$ cat config.mk
export PLATFORM = sky130hd
export DESIGN_NAME = mem_port_arbiter_flat
export DESIGN_NICKNAME = d
export VERILOG_FILES = /design/src/rtl/mem_port_arbiter_if.sv /design/src/rtl/mem_port_arbiter.sv /design/src/flat_wrapper.sv
export SDC_FILE = /design/constraint.sdc
export NUM_CORES = 1
export LEC_CHECK = 0
export CORE_UTILIZATION = 30
export CTS_BUF_LIST = sky130_fd_sc_hd__clkbuf_16
export DETAILED_ROUTE_END_ITERATION = 8
export HOLD_SLACK_MARGIN = 0.15
export PLACE_DENSITY = 0.64
export SETUP_SLACK_MARGIN = 0.4
export SYNTH_ARGS = -nofsm -noshare
export SYNTH_HDL_FRONTEND = slang
export SYNTH_SLANG_ARGS = --single-unit
$ cat constraint.sdc
create_clock -name clock -period 2.1 [get_ports clock]
set_clock_uncertainty 0.2 [all_clocks]
set_input_delay 0.315 -clock clock [delete_from_list [all_inputs] [get_ports clock]]
set_output_delay 0.315 -clock clock [all_outputs]
set_load 0.02 [all_outputs]
$ cat src/rtl/mem_port_arbiter_if.sv
// Bus bundle for mem_port_arbiter: two requester ports (control unit and
// program loader/debug) plus the single-port memory strobe/data signals.
// The slave modport is the arbiter's view; master is the requesters/memory side.
interface mem_port_arbiter_if #(
    parameter int ADDR_W = 8,
    parameter int DATA_W = 8
);
    logic              cu_req;
    logic              cu_we;
    logic [ADDR_W-1:0] cu_addr;
    logic [DATA_W-1:0] cu_wdata;
    logic              cu_gnt;
    logic              cu_done;
    logic [DATA_W-1:0] cu_rdata;

    logic              ldr_req;
    logic              ldr_we;
    logic [ADDR_W-1:0] ldr_addr;
    logic [DATA_W-1:0] ldr_wdata;
    logic              ldr_gnt;
    logic              ldr_done;
    logic [DATA_W-1:0] ldr_rdata;

    logic              Mem_CS;
    logic              Mem_WR;
    logic [ADDR_W-1:0] Mem_Address;
    logic [DATA_W-1:0] Mem_Data;
    logic [DATA_W-1:0] Mem_Q;

    modport slave (
        input  cu_req, cu_we, cu_addr, cu_wdata,
        output cu_gnt, cu_done, cu_rdata,
        input  ldr_req, ldr_we, ldr_addr, ldr_wdata,
        output ldr_gnt, ldr_done, ldr_rdata,
        output Mem_CS, Mem_WR, Mem_Address, Mem_Data,
        input  Mem_Q
    );

    modport master (
        output cu_req, cu_we, cu_addr, cu_wdata,
        input  cu_gnt, cu_done, cu_rdata,
        output ldr_req, ldr_we, ldr_addr, ldr_wdata,
        input  ldr_gnt, ldr_done, ldr_rdata,
        input  Mem_CS, Mem_WR, Mem_Address, Mem_Data,
        output Mem_Q
    );
endinterface

$ cat src/rtl/mem_port_arbiter.sv
// mem_port_arbiter: shares one single-port memory between the control unit
// (cu) and the program loader/debug port (ldr). Each beat is two cycles:
// ACC (memory strobed, read data captured at its end) then RESP (done pulse).
// An owner may chain beats, but while the other side waits it is limited to
// MAX_BURST beats before the port is forcibly handed over.
// Optional feature: define MEM_ARB_RR_EN for round-robin tie breaking in
// IDLE; without it, ties go to the control unit.
module mem_port_arbiter #(
    parameter int ADDR_W    = 8,
    parameter int DATA_W    = 8,
    parameter int MAX_BURST = 4
) (
    input  logic                 clock,
    input  logic                 reset,
    mem_port_arbiter_if.slave    bus
);

    typedef enum logic [1:0] {
        S_IDLE = 2'd0,
        S_ACC  = 2'd1,
        S_RESP = 2'd2
    } state_t;

    localparam logic       OWN_CU  = 1'b0;
    localparam logic       OWN_LDR = 1'b1;
    localparam logic [3:0] MAX_CNT = 4'(MAX_BURST);

    state_t            state;
    logic              owner;
    logic              last_owner;
    logic              force_other;
    logic [3:0]        burst_cnt;

    logic              own_req;
    logic              other_req;
    logic              own_we;
    logic [ADDR_W-1:0] sel_addr;
    logic [DATA_W-1:0] sel_wdata;
    logic              pick;

    // Route the current owner's request signals and the waiting side's request.
    always_comb begin
        own_req   = bus.cu_req;
        other_req = bus.ldr_req;
        own_we    = bus.cu_we;
        sel_addr  = bus.cu_addr;
        sel_wdata = bus.cu_wdata;
        if (owner == OWN_LDR) begin
            own_req   = bus.ldr_req;
            other_req = bus.cu_req;
            own_we    = bus.ldr_we;
            sel_addr  = bus.ldr_addr;
            sel_wdata = bus.ldr_wdata;
        end
    end

    // Choose the winner in IDLE; a forced hand-over beats the normal tie rule.
    always_comb begin
        pick = OWN_CU;
        if (bus.cu_req && bus.ldr_req) begin
            if (force_other) begin
                pick = ~owner;
            end else begin
`ifdef MEM_ARB_RR_EN
                pick = ~last_owner;
`else
                pick = OWN_CU;
`endif
            end
        end else if (bus.ldr_req) begin
            pick = OWN_LDR;
        end
    end

    // Memory strobe is decoded from the state so reset releases it at once.
    assign bus.Mem_CS      = (state != S_ACC);
    assign bus.Mem_WR      = (state == S_ACC) && own_we;
    assign bus.Mem_Address = (state == S_ACC) ? sel_addr  : '0;
    assign bus.Mem_Data    = (state == S_ACC) ? sel_wdata : '0;

    // Arbitration FSM with registered grants, done pulses and read data.
    always_ff @(posedge clock or posedge reset) begin
        if (reset) begin
            state         <= S_IDLE;
            owner         <= OWN_LDR;
            last_owner    <= OWN_LDR;
            force_other   <= 1'b0;
            burst_cnt     <= 4'd0;
            bus.cu_gnt    <= 1'b0;
            bus.ldr_gnt   <= 1'b0;
            bus.cu_done   <= 1'b0;
            bus.ldr_done  <= 1'b0;
            bus.cu_rdata  <= '0;
            bus.ldr_rdata <= '0;
        end else begin
            bus.cu_done  <= 1'b0;
            bus.ldr_done <= 1'b0;
            case (state)
                S_IDLE: begin
                    if (bus.cu_req || bus.ldr_req) begin
                        state       <= S_ACC;
                        owner       <= pick;
                        last_owner  <= pick;
                        force_other <= 1'b0;
                        bus.cu_gnt  <= (pick == OWN_CU);
                        bus.ldr_gnt <= (pick == OWN_LDR);
                        if (pick != owner) begin
                            burst_cnt <= 4'd0;
                        end
                    end
                end
                S_ACC: begin
                    state <= S_RESP;
                    if (owner == OWN_CU) begin
                        bus.cu_done <= 1'b1;
                        if (!bus.cu_we) begin
                            bus.cu_rdata <= bus.Mem_Q;
                        end
                    end else begin
                        bus.ldr_done <= 1'b1;
                        if (!bus.ldr_we) begin
                            bus.ldr_rdata <= bus.Mem_Q;
                        end
                    end
                    if (other_req && (burst_cnt != MAX_CNT)) begin
                        burst_cnt <= burst_cnt + 4'd1;
                    end
                end
                S_RESP: begin
                    if (own_req && other_req && (burst_cnt == MAX_CNT)) begin
                        state       <= S_IDLE;
                        force_other <= 1'b1;
                        bus.cu_gnt  <= 1'b0;
                        bus.ldr_gnt <= 1'b0;
                    end else if (own_req) begin
                        state <= S_ACC;
                    end else begin
                        state       <= S_IDLE;
                        bus.cu_gnt  <= 1'b0;
                        bus.ldr_gnt <= 1'b0;
                        burst_cnt   <= 4'd0;
                    end
                end
                default: begin
                    state       <= S_IDLE;
                    bus.cu_gnt  <= 1'b0;
                    bus.ldr_gnt <= 1'b0;
                end
            endcase
        end
    end

endmodule

$ cat src/flat_wrapper.sv
// flat-port wrapper written by rule: the top's interface ports become plain ports
module mem_port_arbiter_flat 
#(
    parameter int ADDR_W    = 8,
    parameter int DATA_W    = 8,
    parameter int MAX_BURST = 4
)
  (clock, reset, bus_cu_req, bus_cu_we, bus_cu_addr, bus_cu_wdata, bus_cu_gnt, bus_cu_done, bus_cu_rdata, bus_ldr_req, bus_ldr_we, bus_ldr_addr, bus_ldr_wdata, bus_ldr_gnt, bus_ldr_done, bus_ldr_rdata, bus_Mem_CS, bus_Mem_WR, bus_Mem_Address, bus_Mem_Data, bus_Mem_Q);
  mem_port_arbiter_if #(.ADDR_W(ADDR_W), .DATA_W(DATA_W)) bus_i ();
  input  logic clock;
  input  logic reset;
  input wire logic [$bits(bus_i.cu_req)-1:0] bus_cu_req;
  input wire logic [$bits(bus_i.cu_we)-1:0] bus_cu_we;
  input wire logic [$bits(bus_i.cu_addr)-1:0] bus_cu_addr;
  input wire logic [$bits(bus_i.cu_wdata)-1:0] bus_cu_wdata;
  output wire logic [$bits(bus_i.cu_gnt)-1:0] bus_cu_gnt;
  output wire logic [$bits(bus_i.cu_done)-1:0] bus_cu_done;
  output wire logic [$bits(bus_i.cu_rdata)-1:0] bus_cu_rdata;
  input wire logic [$bits(bus_i.ldr_req)-1:0] bus_ldr_req;
  input wire logic [$bits(bus_i.ldr_we)-1:0] bus_ldr_we;
  input wire logic [$bits(bus_i.ldr_addr)-1:0] bus_ldr_addr;
  input wire logic [$bits(bus_i.ldr_wdata)-1:0] bus_ldr_wdata;
  output wire logic [$bits(bus_i.ldr_gnt)-1:0] bus_ldr_gnt;
  output wire logic [$bits(bus_i.ldr_done)-1:0] bus_ldr_done;
  output wire logic [$bits(bus_i.ldr_rdata)-1:0] bus_ldr_rdata;
  output wire logic [$bits(bus_i.Mem_CS)-1:0] bus_Mem_CS;
  output wire logic [$bits(bus_i.Mem_WR)-1:0] bus_Mem_WR;
  output wire logic [$bits(bus_i.Mem_Address)-1:0] bus_Mem_Address;
  output wire logic [$bits(bus_i.Mem_Data)-1:0] bus_Mem_Data;
  input wire logic [$bits(bus_i.Mem_Q)-1:0] bus_Mem_Q;
  assign bus_i.cu_req = bus_cu_req;
  assign bus_i.cu_we = bus_cu_we;
  assign bus_i.cu_addr = bus_cu_addr;
  assign bus_i.cu_wdata = bus_cu_wdata;
  assign bus_cu_gnt = bus_i.cu_gnt;
  assign bus_cu_done = bus_i.cu_done;
  assign bus_cu_rdata = bus_i.cu_rdata;
  assign bus_i.ldr_req = bus_ldr_req;
  assign bus_i.ldr_we = bus_ldr_we;
  assign bus_i.ldr_addr = bus_ldr_addr;
  assign bus_i.ldr_wdata = bus_ldr_wdata;
  assign bus_ldr_gnt = bus_i.ldr_gnt;
  assign bus_ldr_done = bus_i.ldr_done;
  assign bus_ldr_rdata = bus_i.ldr_rdata;
  assign bus_Mem_CS = bus_i.Mem_CS;
  assign bus_Mem_WR = bus_i.Mem_WR;
  assign bus_Mem_Address = bus_i.Mem_Address;
  assign bus_Mem_Data = bus_i.Mem_Data;
  assign bus_i.Mem_Q = bus_Mem_Q;
  mem_port_arbiter #(.ADDR_W(ADDR_W), .DATA_W(DATA_W), .MAX_BURST(MAX_BURST)) u_core (.clock(clock), .reset(reset), .bus(bus_i));
endmodule
# ---- After elaboration in Yosys (flattened, before gate mapping)
# Cells that the tools add are included.
dict set report totals {
  ff_bits 28
  latchBits 0
  ramBits 0
  mem_bits_ro 0
  input_bits 46
  output_inout_bits 38
  elab_cells 77
  memories 0
}
dict set report classes {
  n_addsub 1
  mul 0
  div 0
  order_cmp 0
  eq_ne 13
  shifts 0
  mux 33
  n_bitwise 5
  reduce_logical 15
}
# op n
set ops {}
lappend ops {{8-bit two-way mux} 4}
lappend ops {{4-bit two-way mux} 5}
lappend ops {{1-bit two-way mux} 17}
lappend ops {{4-bit one-hot mux with 3 select lines} 1}
lappend ops {{3-bit AND reduction} 4}
lappend ops {{2-bit by 1-bit != test with 1-bit output (second input constant)} 4}
lappend ops {{2-bit != test (second input constant)} 3}
lappend ops {{1-bit one-hot mux with 3 select lines} 2}
lappend ops {{2-bit one-hot mux with 3 select lines} 1}
lappend ops {{6-bit AND reduction} 1}
lappend ops {{1-bit logical AND} 5}
lappend ops {{1-bit NOT} 5}
lappend ops {{4-bit by 1-bit adder with 4-bit output (second input constant)} 1}
lappend ops {{4-bit by 3-bit equality test with 1-bit output (second input constant)} 1}
lappend ops {{2-bit two-way mux} 2}
lappend ops {{4-bit by 3-bit != test with 1-bit output (second input constant)} 1}
lappend ops {{3-bit != test (second input constant)} 1}
lappend ops {{3-bit nonzero test} 1}
lappend ops {{2-bit by 1-bit equality test with 1-bit output (second input constant)} 1}
lappend ops {{2-bit equality test (second input constant)} 1}
lappend ops {{2-bit zero test} 1}
lappend ops {{1-bit one-hot mux with 2 select lines} 1}
lappend ops {{2-bit AND reduction} 1}
lappend ops {{2-bit nonzero test} 1}
lappend ops {{other kinds (2)} 2}

# ---- Logic depth before layout (Yosys ltp)
dict set report depth {
  word_depth 7
  depth_mapped 7
  mapped_depth_nobuf 6
}

# ---- Worst setup path before layout
# No wires, ideal clock.
dict set report synth_timing {
  path_kind {register to output}
  from {reg u_core.owner}
  to {out bus_Mem_Address[0]}
  t_arrival_ns 1.507
  required_ns 1.585
  slack_ns 0.078
  path_stages_with_launch 5
  path_buffers 2
  cell_sequence {dfstp_2 buf_2 buf_1 mux2i_1 nor2_1}
}
dict set report synth_between {
  elab_chain_cells 2
}
# item line
set synth_rtl {}
lappend synth_rtl {{start: declaration} mem_port_arbiter.sv:29} ;# logic owner;
lappend synth_rtl {{start signal: assignment} mem_port_arbiter.sv:102} ;# owner <= pick;
lappend synth_rtl {{8-bit two-way mux} mem_port_arbiter.sv:48} ;# if (owner == OWN_LDR) begin
lappend synth_rtl {{8-bit two-way mux} mem_port_arbiter.sv:78} ;# assign bus.Mem_Address = (state == S_ACC) ? sel_addr : '0;
lappend synth_rtl {{end: declaration} flat_wrapper.sv:28} ;# output wire logic [$bits(bus_i.Mem_Address)-1:0] bus_Mem_Address;
# No other way between the ends.

# ---- Worst setup path in the final report
dict set report layout_timing {
  from {reg u_core.owner}
  to {out bus_Mem_Data[7]}
}
dict set report layout_between {
  elab_chain_cells 2
}
# item line
set layout_rtl {}
lappend layout_rtl {{8-bit two-way mux} mem_port_arbiter.sv:48}
lappend layout_rtl {{8-bit two-way mux} mem_port_arbiter.sv:79} ;# assign bus.Mem_Data = (state == S_ACC) ? sel_wdata : '0;
lappend layout_rtl {{end: declaration} flat_wrapper.sv:29} ;# output wire logic [$bits(bus_i.Mem_Data)-1:0] bus_Mem_Data;
# No other way between the ends.

==> reports/metrics.yaml <==
run_status: "finished clean"
final_core_util_pct: 64.2
finalNonFillerCells: 313
drt-total-wl_mm: 4.46
path_cells: "buf_6 > buf_16 > mux2i_2 > nor2_1 > buf_2"
syn_inst: 138
cts_buffers: 3
yosysSeqAreaShare_pct: 45.8
startpoint_type: "flop"
period_share_pct: 96.8
syn_avg_cell_area_um2: 11.1
finalSetupTns_ns: 0
fmax_mhz: 492
cp_num_buf_inv: 3
grt_setup_unrepaired: "true"
power.density_mw_per_mm2: 1450
syn_to_final_growth_pct: 102
drc: 0
synth_seq_cells: 28
drtPass1Iterations: 2
worst-r2r-setup-slack_ns: 0.07
cts_root_buffer: "clkbuf_16"
clkSlewWorstSetupHoldPaths_ns: 0.06
cts_tree: "yes"
seqCellArea_um2: 703
die_area_mm2: 0.00540
gp_congestion: 0.819
dp_hpwl_mm: 3.15
end_kind: "primary output"
rows: 25
fin_nets: 295
reg2reg_from: "u_core.owner$_DFFE_PP1P_"
power.leakage_uw: 0.00138
maxCapViolCount: 0
cpPeakStageDelay_ns: 0.60
die_h_um: 73.5
port_buffers: 83
path_class: "reg2out"
yosysWarnings: 0
worstPathRequired_ns: 1.58
first_global_vias: 1522
slew_headroom_pct: 75.8
fillers: 402
synthesis.nets: 186
vias: 1503
fp.coreArea_mm2: 0.00482
setup-violations-final: 0
start_util_pct: 31.8
grt_pass1_wl_mm: 6.82
htreeDepth: 1
clock_latency_ns: 0.26
reg2regPathDepth: 6
num_io_pins: 84
worst_slew_pin_slew_ns: 0.363
antenna_left: 0
drtIter0Drc: 40
vdd_drop_max_mv: 0.728
drive_above_1_share_pct: 43.1
syn-cell-area_mm2: 0.00153
via_per_inst: 4.80
period_needed_ns: 2.03
hold_path.class: "in2async"
die_w_um: 73.5
synth_cell_type_count: 38
cp_top_family: "flip-flops"
dp.cells: 296
grt_start_max_net_pins: 29
grt_antenna_before_repair: 0
wl_per_cell_um: 14.3
cts.sinks: 28
finalHoldViolCount: 0
gr-usage-all-layers_pct: 16.8
rr_endpoint: "u_core.burst_cnt[2]$_DFFE_PP0P_"
grt_overflow: 0
multi_input_area_mm2: 0.00106
antenna_cells: 0
cp_data_arrival_time_ns: 1.52
cpMaxStageDelayCell: "dfstp_2"
drv_slew: 0
crit_fanout: 7
ctsLongestPathBuffers: 2
## final cells by class
class	count	share of cell area [%]
timing repair buffer	111	36.7
multi-input combinational	97	34.4
sequential	28	22.7
tap	67	2.71
clock buffer	3	2.43
inverter	6	0.809
clock inverter	1	0.121
## sequential cells by signal (all words and copies together) (netlist names)
| register | flops |
|---|---|
| u_core.bus.cu_rdata | 8 |
| u_core.burst_cnt | 4 |
| u_core.bus.ldr_done | 1 |
| u_core.bus.cu_gnt | 1 |
| u_core.bus.ldr_rdata | 8 |
| u_core.state | 2 |
| u_core.force_other | 1 |
| u_core.owner | 1 |
| u_core.bus.ldr_gnt | 1 |
| u_core.bus.cu_done | 1 |
## cell usage after synthesis
cell       count  share of area [%]
or4b_2         1               0.65
mux2_2         9                6.6
nor3_2         1               0.65
o21ai_0        2               0.65
o2bb2ai_1      2                1.1
nor2_1        24                5.9
o21ai_1        1               0.33
clkbuf_1       1               0.24
nand2_1        4               0.98
inv_2          1               0.24
a21o_1         1               0.49
mux2i_1       18                 12
nor2b_1        1               0.41
a41oi_1        1               0.57
a211oi_1       1               0.49
a211o_1        2                1.1
o22a_1         1               0.57
and3b_1        2                1.1
buf_1          1               0.24
buf_2          3               0.98
inv_1          5                1.2
nor4b_1        1               0.57
buf_6          1               0.73
nand3_1        2               0.65
a21oi_1        3               0.98
and3_1         1               0.41
dfstp_2        1                1.7
ha_1           2                1.6
nand2b_1       2               0.82
dfrtp_1       27                 44
nand3b_1       1               0.49
buf_4          1               0.49
and2_4         1               0.57
nor3_1         1               0.33
mux2_4         8                7.8
and4_1         1               0.57
a32o_1         2                1.3
a31oi_1        1               0.41
## report_power, final
part / total, µW / internal, µW / switching [µW]
Clock: 436 / 255 / 180
Combinational: 3070 / 1680 / 1390
Sequential: 967 / 803 / 164
Total: 4470 / 2740 / 1730
## tightest hold or removal path, stage by stage
cell	delay, ns
clkdlybuf4s50_1	0.40
inv_1	0.05
buf_4	0.33
## routing by layer
metal  track usage (%)  up-vias  share of wire (%)
li1                  -      708                  -
met1              18.4      711                 39
met2              31.4       79                 52
met3              3.70        5                7.3
met4              6.41        0                2.0
met5                 0        -                  0
## placed cells by master (no fill, tap or decap), drive strengths merged, types with 3 or more instances in the layout
master	instances
clkdlybuf4s50	45
mux2	17
mux2i	18
buf	45
dfrtp	27
a21oi	3
dlygate4sd2	20
nand2	4
nor2	24
o21ai	3
clkbuf	3
inv	6
## through the flow
| stage | setup slack (ns) | instance area [µm²] | hold slack, ns | total power, µW |
|---|---|---|---|---|
| floorplan | 0.333 | 1670 | 0.178 | 2470 |
| global placement | 0.0128 | 2670 | 0.294 | 3470 |
| detailed placement | -0.0232 | 2670 | 0.296 | 3530 |
| CTS | 0.0601 | 2980 | 0.236 | 4290 |
| global route | 0.00953 | 3090 | 0.260 | 4710 |
| finish | 0.0670 | 3090 | 0.225 | 4470 |
## worst max path at each step
stage,endpoint,slack [ns],depth (start not counted),start
2_1_floorplan,bus_Mem_Address[7],0.33,4,u_core.owner$_DFFE_PP1P_
3_3_place_gp,bus_Mem_Data[2],0.01,4,u_core.owner$_DFFE_PP1P_
3_5_place_dp,bus_Mem_Data[4],-0.02,4,u_core.owner$_DFFE_PP1P_
4_1_cts,bus_Mem_Data[7],0.06,5,u_core.owner$_DFFE_PP1P_
5_1_grt,bus_Mem_Data[6],0.01,5,u_core.owner$_DFFE_PP1P_
6_report,bus_Mem_Data[7],0.07,5,u_core.owner$_DFFE_PP1P_
## cells by family (layout without fill, tap and decap cells)
| family | after synthesis | count (layout) | synth area share (%) |
|---|---|---|---|
| simple gates | 43 | 43 | 14.1 |
| buf+inv | 13 | 121 | 4.16 |
| fa+ha+maj | 2 | 2 | 1.63 |
| mux | 35 | 35 | 26.2 |
| compound gates | 17 | 17 | 8.08 |
| flops | 28 | 28 | 45.8 |
## repair_timing
item | in CTS | in global routing
pin swaps | 3 | 1
setup buffers | 9 | 2
endpoints found under the setup margin | 52 | 42
gates resized for setup | 142 | 22
hold buffers | 0 | 0
gates cloned | 2 | 0
Power figures use the tool's default switching activity.
